**config.mk**
```make
export PLATFORM = sky130hd
export DESIGN_NAME = bot_event_latch
export DESIGN_NICKNAME = d
export VERILOG_FILES = /design/src/rtl/bot_event_latch.sv
export SDC_FILE = /design/constraint.sdc
export NUM_CORES = 1
export LEC_CHECK = 0
export ABC_CLOCK_PERIOD_IN_PS = 1870
export CORE_MARGIN = 1.5
export CORE_UTILIZATION = 46
export CTS_CLUSTER_DIAMETER = 120
export CTS_CLUSTER_SIZE = 12
export DETAILED_ROUTE_END_ITERATION = 12
export HOLD_SLACK_MARGIN = 0.1
export PLACE_DENSITY_LB_ADDON = 0.15
export SYNTH_ARGS = -nofsm -noshare
export SYNTH_HDL_FRONTEND = slang
export SYNTH_SLANG_ARGS = --single-unit
export TNS_END_PERCENT = 30
```
**constraint.sdc**
```tcl
create_clock -name clk50 -period 1.87 [get_ports clk50]
set_input_delay 0.187 -clock clk50 [delete_from_list [all_inputs] [get_ports clk50]]
set_output_delay 0.187 -clock clk50 [all_outputs]
set_load 0.05 [all_outputs]
```
**src/rtl/bot_event_latch.sv**
```systemverilog
// rtl/bot_event_latch.sv - multi-channel event latch with sync, ack, mask, priority ID and overrun
// Each channel: synchroniser -> edge/level detect -> pending flag held until acknowledged.
module bot_event_latch #(
  parameter int NUM_CH      = 4,
  parameter int CH_ID_W     = 2,
  parameter int SYNC_STAGES = 2,
  parameter int EDGE_MODE   = 1
) (
  input  logic               clk50,
  input  logic               resetn,
  input  logic [NUM_CH-1:0]  IO_BotUpdt,
  input  logic [NUM_CH-1:0]  IO_INT_ACK,
  input  logic [NUM_CH-1:0]  IO_INT_MASK,
  input  logic [NUM_CH-1:0]  IO_OVR_CLR,
  output logic [NUM_CH-1:0]  IO_BotUpdt_Sync,
  output logic               IO_INT_REQ,
  output logic [CH_ID_W-1:0] IO_INT_ID,
  output logic [NUM_CH-1:0]  IO_Overrun
);

  logic [SYNC_STAGES-1:0][NUM_CH-1:0] sync_q;
  logic [SYNC_STAGES-1:0]             fill_q;
  logic [NUM_CH-1:0]                  armed_q;
  logic [NUM_CH-1:0]                  sync_s;
  logic [NUM_CH-1:0]                  ev;
  logic [NUM_CH-1:0]                  req_vec;
  logic [NUM_CH-1:0]                  pend_d;
  logic [NUM_CH-1:0]                  ovr_d;

  // fill_q tracks how many stages hold real samples since reset release
  always_ff @(posedge clk50 or negedge resetn) begin
    if (!resetn) begin
      sync_q <= '0;
      fill_q <= '0;
    end else begin
      sync_q <= {sync_q[SYNC_STAGES-2:0], IO_BotUpdt};
      fill_q <= {fill_q[SYNC_STAGES-2:0], 1'b1};
    end
  end

  assign sync_s = sync_q[SYNC_STAGES-1];

  // A channel only arms once a genuine low has been seen, so a line still
  // high across reset release cannot fake an event.
  always_ff @(posedge clk50 or negedge resetn) begin
    if (!resetn) begin
      armed_q <= '0;
    end else begin
      armed_q <= armed_q | ({NUM_CH{fill_q[SYNC_STAGES-1]}} & ~sync_s);
    end
  end

  generate
    if (EDGE_MODE != 0) begin : g_edge
      logic [NUM_CH-1:0] hist_q;

      always_ff @(posedge clk50 or negedge resetn) begin
        if (!resetn) begin
          hist_q <= '0;
        end else begin
          hist_q <= sync_s;
        end
      end

      assign ev = sync_s & ~hist_q & armed_q;
    end else begin : g_level
      assign ev = sync_s & armed_q;
    end
  endgenerate

  // A new event wins over an ack in the same cycle, so nothing is lost.
  assign pend_d = ev | (IO_BotUpdt_Sync & ~IO_INT_ACK);
  assign ovr_d  = (ev & IO_BotUpdt_Sync & ~IO_INT_ACK) | (IO_Overrun & ~IO_OVR_CLR);

  always_ff @(posedge clk50 or negedge resetn) begin
    if (!resetn) begin
      IO_BotUpdt_Sync <= '0;
      IO_Overrun      <= '0;
    end else begin
      IO_BotUpdt_Sync <= pend_d;
      IO_Overrun      <= ovr_d;
    end
  end

  assign req_vec    = IO_BotUpdt_Sync & IO_INT_MASK;
  assign IO_INT_REQ = |req_vec;

  // Scan downward so the lowest pending index is the last one written.
  always_comb begin
    IO_INT_ID = '0;
    for (int i = NUM_CH - 1; i >= 0; i--) begin
      if (req_vec[i]) begin
        IO_INT_ID = CH_ID_W'(i);
      end
    end
  end

endmodule

```
==> results.cfg <==
[timing]
rsz0062_at_grt = no
whs_ns = 0.206
fin_setup_tns_ns = 0
min_period_ns = 1.75
finalClockSkew_ns = 0.00224
fmax_ghz = 0.572
worst_slack_ns = 0.123
hold_viol = 0
post-route-period-util_pct = 93.4
slew_violations = 0
relSlewSlack_pct = 66.3
worstMarginPinSlew_ns = 0.503
setup_viol = 0

[pwr]
p_per_area_nw_per_um2 = 893
p_leak_nw = 0.546
vdd_ir_drop_max_mv = 0.673
p_total_w = 0.00111

[synth]
syn_inst = 62
synth_edf_count = 0
synth-seq-cells = 26
yosys.area.top_type = dfrtp_1
syn_area_um2 = 857
synth_ff_type = dfrtp_1
netlist-cell-type-count = 13
synth.area.top_cells = dfrtp_1 76%, a21o_1 3.5%, inv_1 3.5%
synth_nets = 80
synth_async_sr_flop_share_pct = 100
ys.warnings.count = 0
netlist_top_cells_count = 26 x dfrtp_1, 8 x inv_1, 6 x nand2_1
avgSynthCellArea_um2 = 13.8
yosysMostFrequentCell = dfrtp_1
synth-seq-area-share_pct = 75.9
yosysTopAreaCellShare_pct = 75.9

[setup_path]
critPathKind = reg -> out
required_ns = 1.68
crit_path_cell_trace = clkdlybuf4s50_1
ff2ff_path_depth = 2
regToRegEndpoint = IO_Overrun[0]
cp_slowest_cell = clkdlybuf4s50_1
cp-startpoint = IO_BotUpdt_Sync[1]
cp-start-kind = flip-flop
ff2ff_setup_slack_ns = 1.08
crit_buf_inv = 1
critPathMaxFanout = 4
path_delay_family = buffers and inverters
r2r-start = g_edge.hist_q[0]
critPathMaxStageDelay_ns = 0.82
crit_arrival_ns = 1.56
cp-end-kind = output pin

[grt]
antenna_found_initial = 0
grt_pass1_vias = 519
grt_pass1_wl_mm = 2.20
grt_overflow_total = 0
grt_max_degree = 27
track_usage_pct = 15.2

[routing]
drc = 0
first_pass_iters = 3
routed_wl_mm = 1.30
num_vias = 559
antenna_left = 0
vias_per_cell = 4.66
drt_iter0_drc = 6
wl_per_cell_um = 10.9

[placed_design]
dp_slack_ns = 0.471
place.gp.congestion = 0.648
place_hpwl_mm = 1.03
io_buffers = 28

[floorplanning]
start_util_pct = 49.1
die_h_um = 46.2
die-area_um2 = 2130
die_x_um = 46.2
num_rows = 15
core_um2 = 1750
io_pins = 29

[cts]
worstSkewPairLatency_ns = 0.31
clk_pin_slew_ns = 0.13
ctsResizeCount = 0
h-tree-depth = 1
post_cts_buffers = 0
numCtsBuffers = 3
clock_path_buffers = 2
cts_tree = built
cts.sinks = 26
cts.root.buffer_cell = clkbuf_4
postCtsHoldBufs = 0

[cells_and_area]
drive_gt1_share_pct = 9.47
utilization_pct = 71.2
antenna_cells = 0
layout.nets = 114
area_growth_pct = 45.0

[worst_hold_path]
hp-class = in -> async

[outcome]
outcome = finished clean

[flow_run]
maxCapViolations = 0
==> worst register-to-register path: stages (launching register included) <==
cell and delay, ns:
dfrtp_1 0.38, nand3b_1 0.16, o22ai_1 0.17
==> through the flow <==
step           area [um2]  cells
2_1_floorplan         857     62
3_3_place_gp         1210    116
3_5_place_dp         1210    116
4_1_cts              1240    120
5_1_grt              1240    120
6_report             1240    120
==> state kept, by name, indices dropped and copies added, names as in the netlist <==
| name | flops |
|---|---|
| IO_BotUpdt_Sync | 4 |
| sync_q | 4 |
| g_edge.hist_q | 4 |
| fill_q | 2 |
| sync_s | 4 |
| IO_Overrun | 4 |
| armed_q | 4 |
==> power breakdown <==
| part | leakage (nW) | internal [W] | switching (W) | total [W] |
|---|---|---|---|---|
| combinational | 0.223 | 0.000103 | 0.000123 | 0.000226 |
| sequential | 0.302 | 0.000591 | 0.0000182 | 0.000609 |
| clock | 0.0210 | 0.000119 | 0.000155 | 0.000274 |
==> worst max path at each step <==
| stage | slack, ns | cells past startpoint | endpoint |
|---|---|---|---|
| CTS | 0.10 | 1 | IO_BotUpdt_Sync[1] |
| detailed placement | 0.47 | 4 | IO_INT_ID[1] |
| floorplan | 0.09 | 2 | IO_INT_ID[0] |
| finish | 0.12 | 1 | IO_BotUpdt_Sync[1] |
| global route | 0.06 | 1 | IO_BotUpdt_Sync[1] |
| global placement | 0.49 | 4 | IO_INT_ID[1] |
==> cell type report <==
class,instances,area (um2)
flip-flops and latches,26,651
clock buffers,4,36.3
fillers,134,503
multi-input cells,28,176
inverters,8,30.0
repair buffers,29,318
well taps,25,31.3
==> metal layers <==
metal / up-vias / track usage, % / part of all wire (%)
li1: 271 / - / -
met1: 262 / 17.3 / 41
met2: 24 / 25.8 / 48
met3: 2 / 4.71 / 8.8
met4: 0 / 6.86 / 2.1
met5: - / 0 / 0
==> logic make-up (layout without fill, tap and decap cells) <==
logic type             count (synthesis)  after routing  share of synthesized area [%]
flip-flops                            26             26                           75.9
AND/OR/NAND/NOR                       15             15                           9.78
AO/OA/AOI/OAI                         12             12                           10.4
buffers and inverters                  8             41                           3.50
other                                  1              1                          0.438
==> layout by cell type, fill, tap and decap left out <==
| cell | synthesis | routed |
|---|---|---|
| nand3b_1 | 4 | 4 |
| buf_12 | 0 | 3 |
| clkdlybuf4s50_1 | 0 | 25 |
| clkbuf_8 | 0 | 1 |
| nand2_1 | 6 | 6 |
| dfrtp_1 | 26 | 26 |
| clkbuf_4 | 0 | 3 |
| a21oi_1 | 1 | 1 |
| buf_4 | 0 | 1 |
| nand2b_1 | 4 | 4 |
| nor2b_1 | 1 | 1 |
| conb_1 | 1 | 1 |
| o22ai_1 | 4 | 4 |
| inv_1 | 8 | 8 |
| a22oi_2 | 1 | 1 |
| a22oi_1 | 1 | 1 |
| a32oi_1 | 1 | 1 |
| a21o_1 | 4 | 4 |
(Power assumes the default switching activity.)
